<file path="src/rtl/imm_gen_pipe.sv">
// Registered, handshaked RV32I/RV64I immediate decoder.
// Decode happens on the input transfer. The result lands in a 2-entry
// buffer: a primary slot that drives the outputs directly, and a skid slot
// behind it. in_ready is registered, so there is no combinational path
// from out_ready back to in_ready.
module imm_gen_pipe #(
  parameter int XLEN  = 32,
  parameter int CNT_W = 16
) (
  input  logic             clk,
  input  logic             rst_n,
  input  logic             in_valid,
  output logic             in_ready,
  input  logic [31:0]      in_instr,
  output logic             out_valid,
  input  logic             out_ready,
  output logic [31:0]      out_instr,
  output logic [XLEN-1:0]  out_imm,
  output logic [2:0]       out_fmt,
  output logic             out_illegal,
  output logic [CNT_W-1:0] illegal_cnt
);

  localparam logic [2:0] FMT_NONE  = 3'd0;
  localparam logic [2:0] FMT_I     = 3'd1;
  localparam logic [2:0] FMT_S     = 3'd2;
  localparam logic [2:0] FMT_B     = 3'd3;
  localparam logic [2:0] FMT_U     = 3'd4;
  localparam logic [2:0] FMT_J     = 3'd5;
  localparam logic [2:0] FMT_SHAMT = 3'd6;
  localparam logic [2:0] FMT_ZIMM  = 3'd7;

  logic [6:0]      opcode;
  logic [2:0]      funct3;
  logic [XLEN-1:0] dec_imm;
  logic [2:0]      dec_fmt;
  logic            dec_ill;

  assign opcode = in_instr[6:0];
  assign funct3 = in_instr[14:12];

  // Immediate decode of the offered word; only consumed on an input transfer.
  always_comb begin
    dec_imm = '0;
    dec_fmt = FMT_NONE;
    dec_ill = 1'b0;
    case (opcode)
      7'b0010011: begin
        if (funct3 == 3'b001 || funct3 == 3'b101) begin
          dec_fmt = FMT_SHAMT;
          dec_imm = (XLEN == 64) ? XLEN'(in_instr[25:20]) : XLEN'(in_instr[24:20]);
        end else begin
          dec_fmt = FMT_I;
          dec_imm = XLEN'($signed(in_instr[31:20]));
        end
      end
      7'b0000011, 7'b1100111: begin
        dec_fmt = FMT_I;
        dec_imm = XLEN'($signed(in_instr[31:20]));
      end
      7'b0100011: begin
        dec_fmt = FMT_S;
        dec_imm = XLEN'($signed({in_instr[31:25], in_instr[11:7]}));
      end
      7'b1100011: begin
        dec_fmt = FMT_B;
        dec_imm = XLEN'($signed({in_instr[31], in_instr[7], in_instr[30:25],
                                 in_instr[11:8], 1'b0}));
      end
      7'b0110111, 7'b0010111: begin
        dec_fmt = FMT_U;
        dec_imm = XLEN'($signed({in_instr[31:12], 12'b0}));
      end
      7'b1101111: begin
        dec_fmt = FMT_J;
        dec_imm = XLEN'($signed({in_instr[31], in_instr[19:12], in_instr[20],
                                 in_instr[30:21], 1'b0}));
      end
      7'b1110011: begin
        if (funct3[2]) begin
          dec_fmt = FMT_ZIMM;
          dec_imm = XLEN'(in_instr[19:15]);
        end
      end
      7'b0110011, 7'b0001111: ;
      default: dec_ill = 1'b1;
    endcase
  end

  logic [1:0]      count, count_nxt;
  logic            in_fire, out_fire;
  logic [31:0]     sk_instr;
  logic [XLEN-1:0] sk_imm;
  logic [2:0]      sk_fmt;
  logic            sk_ill;

  assign out_valid = (count != 2'd0);
  assign in_fire   = in_valid & in_ready;
  assign out_fire  = out_valid & out_ready;

  // Occupancy: a simultaneous push and pop leaves it unchanged.
  always_comb begin
    count_nxt = count;
    if (in_fire && !out_fire)      count_nxt = count + 2'd1;
    else if (out_fire && !in_fire) count_nxt = count - 2'd1;
  end

  // Buffer, ready flag and illegal counter state.
  always_ff @(posedge clk) begin
    if (!rst_n) begin
      count       <= 2'd0;
      in_ready    <= 1'b1;
      out_instr   <= '0;
      out_imm     <= '0;
      out_fmt     <= FMT_NONE;
      out_illegal <= 1'b0;
      sk_instr    <= '0;
      sk_imm      <= '0;
      sk_fmt      <= FMT_NONE;
      sk_ill      <= 1'b0;
      illegal_cnt <= '0;
    end else begin
      count    <= count_nxt;
      in_ready <= (count_nxt != 2'd2);
      if (in_fire && dec_ill && illegal_cnt != '1)
        illegal_cnt <= illegal_cnt + CNT_W'(1);
      // New entry goes straight to the output slot when it is (or becomes) free.
      if (in_fire && (count == 2'd0 || (count == 2'd1 && out_fire))) begin
        out_instr   <= in_instr;
        out_imm     <= dec_imm;
        out_fmt     <= dec_fmt;
        out_illegal <= dec_ill;
      end else if (out_fire && count == 2'd2) begin
        out_instr   <= sk_instr;
        out_imm     <= sk_imm;
        out_fmt     <= sk_fmt;
        out_illegal <= sk_ill;
      end
      // Output slot occupied and not draining: park the new entry in the skid.
      if (in_fire && count == 2'd1 && !out_fire) begin
        sk_instr <= in_instr;
        sk_imm   <= dec_imm;
        sk_fmt   <= dec_fmt;
        sk_ill   <= dec_ill;
      end
    end
  end

endmodule

</file>
<file path="config.mk">
export PLATFORM = sky130hd
export DESIGN_NAME = imm_gen_pipe
export DESIGN_NICKNAME = d
export VERILOG_FILES = /design/src/rtl/imm_gen_pipe.sv
export SDC_FILE = /design/constraint.sdc
export NUM_CORES = 1
export LEC_CHECK = 0
export BUFFER_PORTS_ARGS = -buffer_cell sky130_fd_sc_hd__buf_2
export CAP_MARGIN = 20
export CORE_MARGIN = 2
export CORE_UTILIZATION = 40
export CTS_BUF_LIST = sky130_fd_sc_hd__clkbuf_4
export CTS_CLUSTER_DIAMETER = 100
export DETAILED_ROUTE_END_ITERATION = 10
export PLACE_DENSITY = 0.58
export SLEW_MARGIN = 20
export SYNTH_ARGS = -nofsm -noshare
export SYNTH_HDL_FRONTEND = slang
export SYNTH_SLANG_ARGS = --single-unit
export TNS_END_PERCENT = 20
</file>
<file path="constraint.sdc">
create_clock -name clk -period 5.4 [get_ports clk]
set_input_delay 0.27 -clock clk [delete_from_list [all_inputs] [get_ports clk]]
set_output_delay 0.27 -clock clk [all_outputs]
set_load 0.005 [all_outputs]
</file>
# [Word-level counts from Yosys, hierarchy flattened]
# Cells that the tools add are included.
[classes] bitwise=2 n_mux=17 addsub=3 eq_ne=17 reduce_logical=19
[ops] op="one-hot mux 32 bit (7 select lines)" count=1
[ops] op="2-to-1 mux 32 bit" count=5
[ops] op="== test 7 bit (second input constant)" count=4
[ops] op="== test 7 x 6 -> 1 bit (second input constant)" count=3
[ops] op="one-hot mux 3 bit (7 select lines)" count=1
[ops] op="adder 16 x 1 -> 16 bit (second input constant)" count=1
[ops] op="inequality test 16 bit (second input constant)" count=1
[ops] op="== test 7 x 5 -> 1 bit (second input constant)" count=2
[ops] op="2-to-1 mux 3 bit" count=4
[ops] op="OR reduction 11 bit" count=1
[ops] op="logical AND 1 bit" count=9
[ops] op="== test 7 x 2 -> 1 bit (second input constant)" count=1
[ops] op="== test 7 x 4 -> 1 bit (second input constant)" count=1
[ops] op="2-to-1 mux 5 bit" count=1
[ops] op="2-to-1 mux 2 bit" count=2
[ops] op="nonzero test 2 bit" count=2
[ops] op="OR reduction 2 bit" count=2
[ops] op="== test 3 x 1 -> 1 bit (second input constant)" count=1
[ops] op="== test 3 bit (second input constant)" count=1
[ops] op="2-to-1 mux 1 bit" count=3
[ops] op="adder 2 x 1 -> 2 bit (second input constant)" count=1
[ops] op="AND 1 bit" count=2
[ops] op="== test 2 x 1 -> 1 bit (second input constant)" count=1
[ops] op="== test 2 bit (second input constant)" count=1
[ops] op="other kinds (5)" count=7
[word_totals] word_cells=69 out_inout_bits=86 regBits=155

# [Logic depth before layout (Yosys ltp)]
# Gate-level depths: netlist (run 1).
[depth] word_depth=6 depth_mapped=11 depth_no_buf=7

# [Worst setup path after synthesis (run 1)]
# OpenSTA, ideal clock, no wires.
[synth_path] path_type="register to register" start="register count[1]" end="register out_imm[21]" setup_time_ns=0.130 setup_slack_ns=3.461 stages_incl_launch_ff=11 n_path_buf=3 required_ns=5.270 period_less_slack_ns=1.939 t_arrival_ns=1.809 path_cell_list="dfxtp_1 > inv_1 > ha_1 > nor2b_1 > clkbuf_2 > and2_1 > buf_2 > buf_2 > mux2_2 > o21ai_0 > a31oi_1"
[synth_between] elab_chain_cells=6 elab_cells_between_ends=11 cone_classes="eq/ne (2); mux (1); bitwise (1); reduce/logical (7)"
[synth_rtl] element="start, declared" line="90" source="logic [1:0] count, count_nxt;"
[synth_rtl] element="start signal, assigned" line="123" source="count <= count_nxt;"
[synth_rtl] element="nonzero test 2 bit" line="97" source="assign out_valid = (count != 2'd0);"
[synth_rtl] element="AND 1 bit" line="99" source="assign out_fire = out_valid & out_ready;"
[synth_rtl] element="logical AND 1 bit" line="128" source="if (in_fire && (count == 2'd0 || (count == 2'd1 && out_fire))) begin"
[synth_rtl] element="logical OR 1 bit" line="128"
[synth_rtl] element="logical AND 1 bit" line="128"
[synth_rtl] element="2-to-1 mux 32 bit / nonzero test 2 bit (equally long branches)"
[synth_rtl] element="end signal, assigned" line="130" source="out_imm <= dec_imm;"
[synth_rtl] element="end signal, assigned" line="135" source="out_imm <= sk_imm;"
[synth_rtl] element="end, declared" line="18" source="output logic [XLEN-1:0] out_imm,"
# Parallel ways exist; a longest one is shown, timed or not.
# A chain may end at the register's enable or synchronous reset.

# [Worst setup path in the final report (run 1)]
[layout_path] start="register count[1]" end="register out_instr[9]"
[layout_between] elab_chain_cells=6 elab_cells_between_ends=11 cone_classes="eq/ne (2); mux (1); bitwise (1); reduce/logical (7)"
[layout_rtl] element="nonzero test 2 bit" line="97"
[layout_rtl] element="AND 1 bit" line="99"
[layout_rtl] element="logical AND 1 bit" line="128"
[layout_rtl] element="logical OR 1 bit" line="128"
[layout_rtl] element="logical AND 1 bit" line="128"
[layout_rtl] element="2-to-1 mux 32 bit / nonzero test 2 bit (equally long branches)"
[layout_rtl] element="end signal, assigned" line="129" source="out_instr <= in_instr;"
[layout_rtl] element="end signal, assigned" line="134" source="out_instr <= sk_instr;"
[layout_rtl] element="end, declared" line="17" source="output logic [31:0] out_instr,"
# Parallel ways exist; a longest one is shown, timed or not.

==> impl_metrics.ini, run 1 <==
[route]
vias = 6404
firstDrtPassIters = 5
drt-wirelength-per-cell_um = 16.5
drt_wl_total_um = 19300
ant_nets = 0
vias_per_cell = 5.47
drcViolationCount = 0
drt_iter0_markers = 478

[die]
dieArea_mm2 = 0.0184
rows = 48
core-area_mm2 = 0.0171
initial_core_util_pct = 40.6
die_w_um = 136
num_io_pins = 122
die_h_um = 136

[timing]
period_minus_slack_ps = 2650
tns_ps = 0
period_share_pct = 49.0
clock_skew_ps = 21.6
worst_pin_slew_ps = 995
slew_violations = 0
slew_headroom_pct = 33.7
rsz0062_at_grt = false
setup_viol = 0
fmax_ghz = 0.378
final_hold_viol_count = 0

[finish]
drive_above_1_share_pct = 21.1
area_delta_synth_final_pct = 17.1
mostFrequentLayoutCells = nand2_1 (192), dfxtp_1 (155), buf_2 (121)
antenna_cells = 0
final_common_cell = nand2_1
design_area_mm2 = 0.00813
fin_nets = 974

[synthesis]
syn_nets = 868
synthCells = 828
synth_edf_count = 0
synth_cell_type_count = 72
syn_avg_cell_area_um2 = 8.39
syn-cell-area_mm2 = 0.00694
ys_ff_latch = 155
ys.flop_type = dfxtp_1
yosysWarnings = 0
async_reset_ff_share_pct = 0
yosysSeqAreaShare_pct = 44.7

[clock_tree]
clk_pin_slew_worst_paths_ps = 130
root_buffer = clkbuf_4
htree_levels = 4
cts.sink_count = 155
clockBufferDepth = 2
cts_buffers = 17
clock_latency_ps = 560
post_cts_resized = 0
cts_tree = yes

[run_status]
status = complete, no violations

[power]
power.density_mw_per_mm2 = 394
switching_power_w = 0.00114
seq_power_share_pct = 46.5
swShare_pct = 35.5
p_clk_share_pct = 23.0
vdd.ir_drop.worst_mv = 0.189
power.internal_w = 0.00207
combinationalPowerShare_pct = 30.5
p_leak_nw = 3.16

[critical_path]
cp_max_fo = 48
r2r-end = out_instr[9]
cpPeakStageDelay_ps = 810
start_kind = flip-flop
criticalPathCategory = reg2reg
reg2reg_depth = 7
cp-end-kind = flip-flop
ff2ff_setup_slack_ps = 2750
cp_cell_sequence = inv_1, ha_1, a21oi_1, nand2b_2, buf_4, nor2_1, a311oi_1
crit_required_ps = 5870
r2r_start = count[1]
crit_slowest_cell = nand2b_2
arrival_ps = 3120

[hold_path]
hold_depth = 3
whs_endpoint = sk_instr[2]
hold_class = in2reg
hp-start = in_instr[2]

[global_route]
busiest_layer = met2
met2_usage_pct = 32.7
grt_max_degree = 72
gr-usage-all-layers_pct = 21.4
met3_usage_pct = 4.15
antenna_found_initial = 0
use_met1_pct = 30.4
grt_overflow = 0
first_global_vias = 5832
grt_pass1_wl_um = 31100

[placed_design]
placed_area_mm2 = 0.00755
dp_hpwl_um = 12300
routabilityCongestion = 0.858
numPortBuffers = 121

[job]
maxCapViolations = 0
-- power groups by stage --
stage	logic [W]	clock network (W)	registers [W]
after detailed placement	0.000966	0	0.00151
final	0.000978	0.000736	0.00149
after global placement	0.000956	0	0.00151
after CTS	0.000985	0.000760	0.00149
after floorplan	0.000634	0	0.00150
after global routing	0.00110	0.000798	0.00152
-- worst max path at each step --
stage,start,to,slack (ps),cells after the start
floorplan,count[1],out_imm[21],3460,10
global placement,count[1],out_imm[12],2510,7
detailed placement,count[1],out_imm[12],2520,7
CTS,count[1],out_instr[14],2470,7
global route,count[1],out_instr[1],2470,7
finish,count[1],out_instr[9],2750,7
-- per-layer routing --
metal  routed length (um)  vias up
met5                    0        -
met4                  267        0
met3                 1000       19
met2                 8540      168
met1                 9530     3025
li1                     -     3192
-- cell usage after synthesis (all sizes together) (9+ instances only) --
| cell | n | area share (%) |
|---|---|---|
| nand2 | 194 | 11 |
| dfxtp | 155 | 45 |
| a21oi | 67 | 4.9 |
| o21ai | 47 | 3.4 |
| nor2 | 46 | 2.7 |
| clkbuf | 38 | 2.1 |
| a311oi | 33 | 4.2 |
| a31oi | 33 | 3.0 |
| buf | 33 | 2.9 |
| mux2 | 17 | 2.8 |
| mux2i | 14 | 2.0 |
| a31o | 12 | 1.5 |
| nand3 | 11 | 0.86 |
| a221oi | 10 | 1.3 |
| and3 | 10 | 0.92 |
| nor3 | 9 | 0.72 |
-- critical path: cells and delay by family, from the launching register on --
kind,cells,cell delay (ps)
adders and majority gates,1,220
AOI/OAI and AO/OA,2,500
buffers and inverters,2,530
DFF,1,400
and+or+nand+nor,2,880
-- cells by family (layout without fill, tap and decap cells) --
group	Yosys count	count (layout)	share of synthesized area [%]
AND/OR/NAND/NOR	316	316	21.1
AO/OA/AOI/OAI	238	238	22.7
flip-flops	155	155	44.7
buffers and inverters	81	199	5.60
multiplexers	31	31	4.77
adder cells (fa/ha/maj)	5	5	0.865
XOR/XNOR	2	2	0.252
-- cell type report --
cell class | instances | area, um^2
clock inverters | 13 | 150
inverters | 9 | 33.8
clock buffers | 18 | 135
fillers | 1740 | 8990
flip-flops and latches | 155 | 3100
well taps | 225 | 282
repair buffers | 159 | 963
multi-input cells | 592 | 3460
-- registers in the layout, indices dropped and copies added (netlist names) --
signal       count
out_imm         32
out_instr       32
sk_imm          32
sk_instr        32
illegal_cnt     16
out_fmt          3
sk_fmt           3
count            2
in_ready         1
out_illegal      1
sk_ill           1
-- through the flow --
| step | utilization (%) | instances | total power (W) | hold slack (ps) | setup WS, ps |
|---|---|---|---|---|---|
| 2_1_floorplan | - | 828 | 0.00213 | 404 | 3460 |
| 3_3_place_gp | 44.1 | 1111 | 0.00247 | 442 | 2510 |
| 3_5_place_dp | 44.1 | 1111 | 0.00248 | 447 | 2520 |
| 4_1_cts | 47.5 | 1171 | 0.00323 | 30.4 | 2470 |
| 5_1_grt | 47.5 | 1171 | 0.00342 | 71.0 | 2470 |
| 6_report | 47.5 | 1171 | 0.00320 | 82.8 | 2750 |
-- repair_timing --
| action | CTS | global route |
|---|---|---|
| setup buffers | 0 | 0 |
| endpoints found under the hold margin | 53 | 0 |
| hold buffers | 29 | 0 |
Note: power is estimated with default switching activity, not from simulation.
==> inputs of run 2 (changes only) <==
clock period = 2.7 ns   (was 5.4 ns; I/O delays follow)
==> run 2 against run 1 <==
Combinational power increased by 110%. Via count is 1.6% higher. Total power grew 110%. Clock-buffer cell count is 1 lower. Sequential power up 99%. Register-to-register slack got worse by 2300 ps. Core utilization is 1.1 points higher. Largest cell class unchanged. Flip-flop and latch count did not move. Clock skew shrank 3.5 ps. Worst setup slack worse by 2300 ps. Global-route usage increased by 0.22 points. Die area unchanged.
==> impl_metrics.ini, run 2 (same netlist as run 1, synthesis figures left out) <==
[route]
vias = 6504
drt_iter0_markers = 499
drcViolationCount = 0
drt_wl_total_um = 19600
vias_per_cell = 5.49
drt-wirelength-per-cell_um = 16.5
firstDrtPassIters = 5
ant_nets = 0

[clock_tree]
cts_tree = yes
root_buffer = clkbuf_4
cts_setup_buffers = 0
clk_pin_slew_worst_paths_ps = 140
clockBufferDepth = 2
post_cts_resized = 0
clock_latency_ps = 580
htree_levels = 4
cts_buffers = 17
postCtsHoldBufs = 32
cts.sink_count = 155

[timing]
period_minus_slack_ps = 2280
fmax_ghz = 0.438
whs_ps = 137
clock_skew_ps = 18.1
slew_headroom_pct = 46.1
period_share_pct = 84.5
rsz0062_at_grt = false
slew_violations = 0
final_hold_viol_count = 0
worst_pin_slew_ps = 805
tns_ps = 0
setup_viol = 0

[global_route]
first_global_vias = 6060
grt_overflow = 0
antenna_found_initial = 1
grt_max_degree = 71
grt_pass1_wl_um = 31400
gr-usage-all-layers_pct = 21.6

[finish]
area_delta_synth_final_pct = 19.9
drive_above_1_share_pct = 21.8
fin_nets = 986
final_common_cell = nand2_1
final-instance-count-excl-fill = 1185
mostFrequentLayoutCells = nand2_1 (193), dfxtp_1 (155), buf_2 (121)
nFillCells = 1715

[critical_path]
crit_required_ps = 3150
cp_max_fo = 47
start_kind = flip-flop
cp-end-kind = flip-flop
criticalPathCategory = reg2reg
arrival_ps = 2730

[placed_design]
dp_hpwl_um = 12700
place_inst = 1120
numPortBuffers = 121
routabilityCongestion = 0.844

[die]
die_h_um = 136
rows = 48
initial_core_util_pct = 40.6
die_w_um = 136
core-area_mm2 = 0.0171
num_io_pins = 122
dieArea_mm2 = 0.0184

[job]
maxCapViolations = 0

[power]
switching_power_w = 0.00232
swShare_pct = 34.2
vdd.ir_drop.worst_mv = 0.372
power.density_mw_per_mm2 = 814
p_clk_share_pct = 26.5
combinationalPowerShare_pct = 29.8
seq_power_share_pct = 43.8
power.internal_w = 0.00446
p_leak_nw = 3.26

[run_status]
status = complete, no violations

[hold_path]
hold_class = in2reg
run 2: changes by cell type in the layout (fill, tap and decap cells not counted):
| cell | previous run | this run |
|---|---|---|
| dlygate4sd3_1 | 29 | 32 |
| clkinv_4 | 1 | 3 |
| clkinvlp_4 | 2 | 1 |
| bufinv_16 | 3 | 6 |
| buf_4 | 9 | 17 |
| clkbuf_4 | 18 | 17 |
| and2_4 | 1 | 0 |
| inv_6 | 1 | 2 |
| nand2_2 | 2 | 1 |
| clkinv_2 | 4 | 1 |
| nand2_1 | 192 | 193 |
| and2_2 | 1 | 2 |
| diode_2 | 0 | 1 |
| buf_12 | 0 | 1 |
run 2: worst paths after layout:
kind / startpoint / endpoint / slack, ps / cells after the start
max reg2reg: count[1] / out_imm[2] / 420 / 8
min: in_valid / illegal_cnt[8] / 140 / 4
max: count[1] / out_imm[2] / 420 / 8
min reg2reg: sk_instr[20] / sk_instr[20] / 460 / 2
run 2: per-stage QoR:
stage	instance area (um^2)	power (W)	util, %	worst slack (ps)
2_1_floorplan	6940	0.00426	-	761
3_3_place_gp	7630	0.00497	44.6	523
3_5_place_dp	7630	0.00500	44.6	463
4_1_cts	8320	0.00684	48.6	438
5_1_grt	8330	0.00724	48.6	191
6_report	8330	0.00678	48.6	419
run 2: power groups by stage:
| stage | Clock, W | Sequential, W | Combinational [W] |
|---|---|---|---|
| after global placement | 0 | 0.00301 | 0.00196 |
| after floorplan | 0 | 0.00299 | 0.00127 |
| after global routing | 0.00193 | 0.00303 | 0.00228 |
| after detailed placement | 0 | 0.00302 | 0.00199 |
| after CTS | 0.00184 | 0.00297 | 0.00203 |
| final | 0.00179 | 0.00297 | 0.00202 |
run 2: cell type report:
type | instances | area (um^2) | area share (%)
Clock buffer | 17 | 128 | 1.53
Clock inverter | 15 | 244 | 2.93
Timing Repair Buffer | 171 | 1070 | 12.9
Multi-Input combinational cell | 592 | 3460 | 41.6
Antenna cell | 1 | 2.50 | 0.0301
Tap cell | 225 | 282 | 3.38
Sequential cell | 155 | 3100 | 37.3
Inverter | 9 | 33.8 | 0.406
run 2: metal layers:
layer / share of wire, % / wire [um] / GRT usage [%] / vias up
met5: 0 / 0 / 0 / -
met4: 1.0 / 201 / 6.19 / 0
met3: 4.9 / 955 / 4.86 / 16
met2: 45 / 8890 / 33.2 / 169
met1: 49 / 9530 / 30.3 / 3106
li1: - / - / - / 3213
run 2: critical path, stage by stage (launching register included):
cell	delay (ps)
dfxtp_1	400
inv_1	80
ha_1	210
nor2b_1	360
and2_2	260
buf_12	250
mux2_2	360
o21ai_0	160
a21oi_1	60
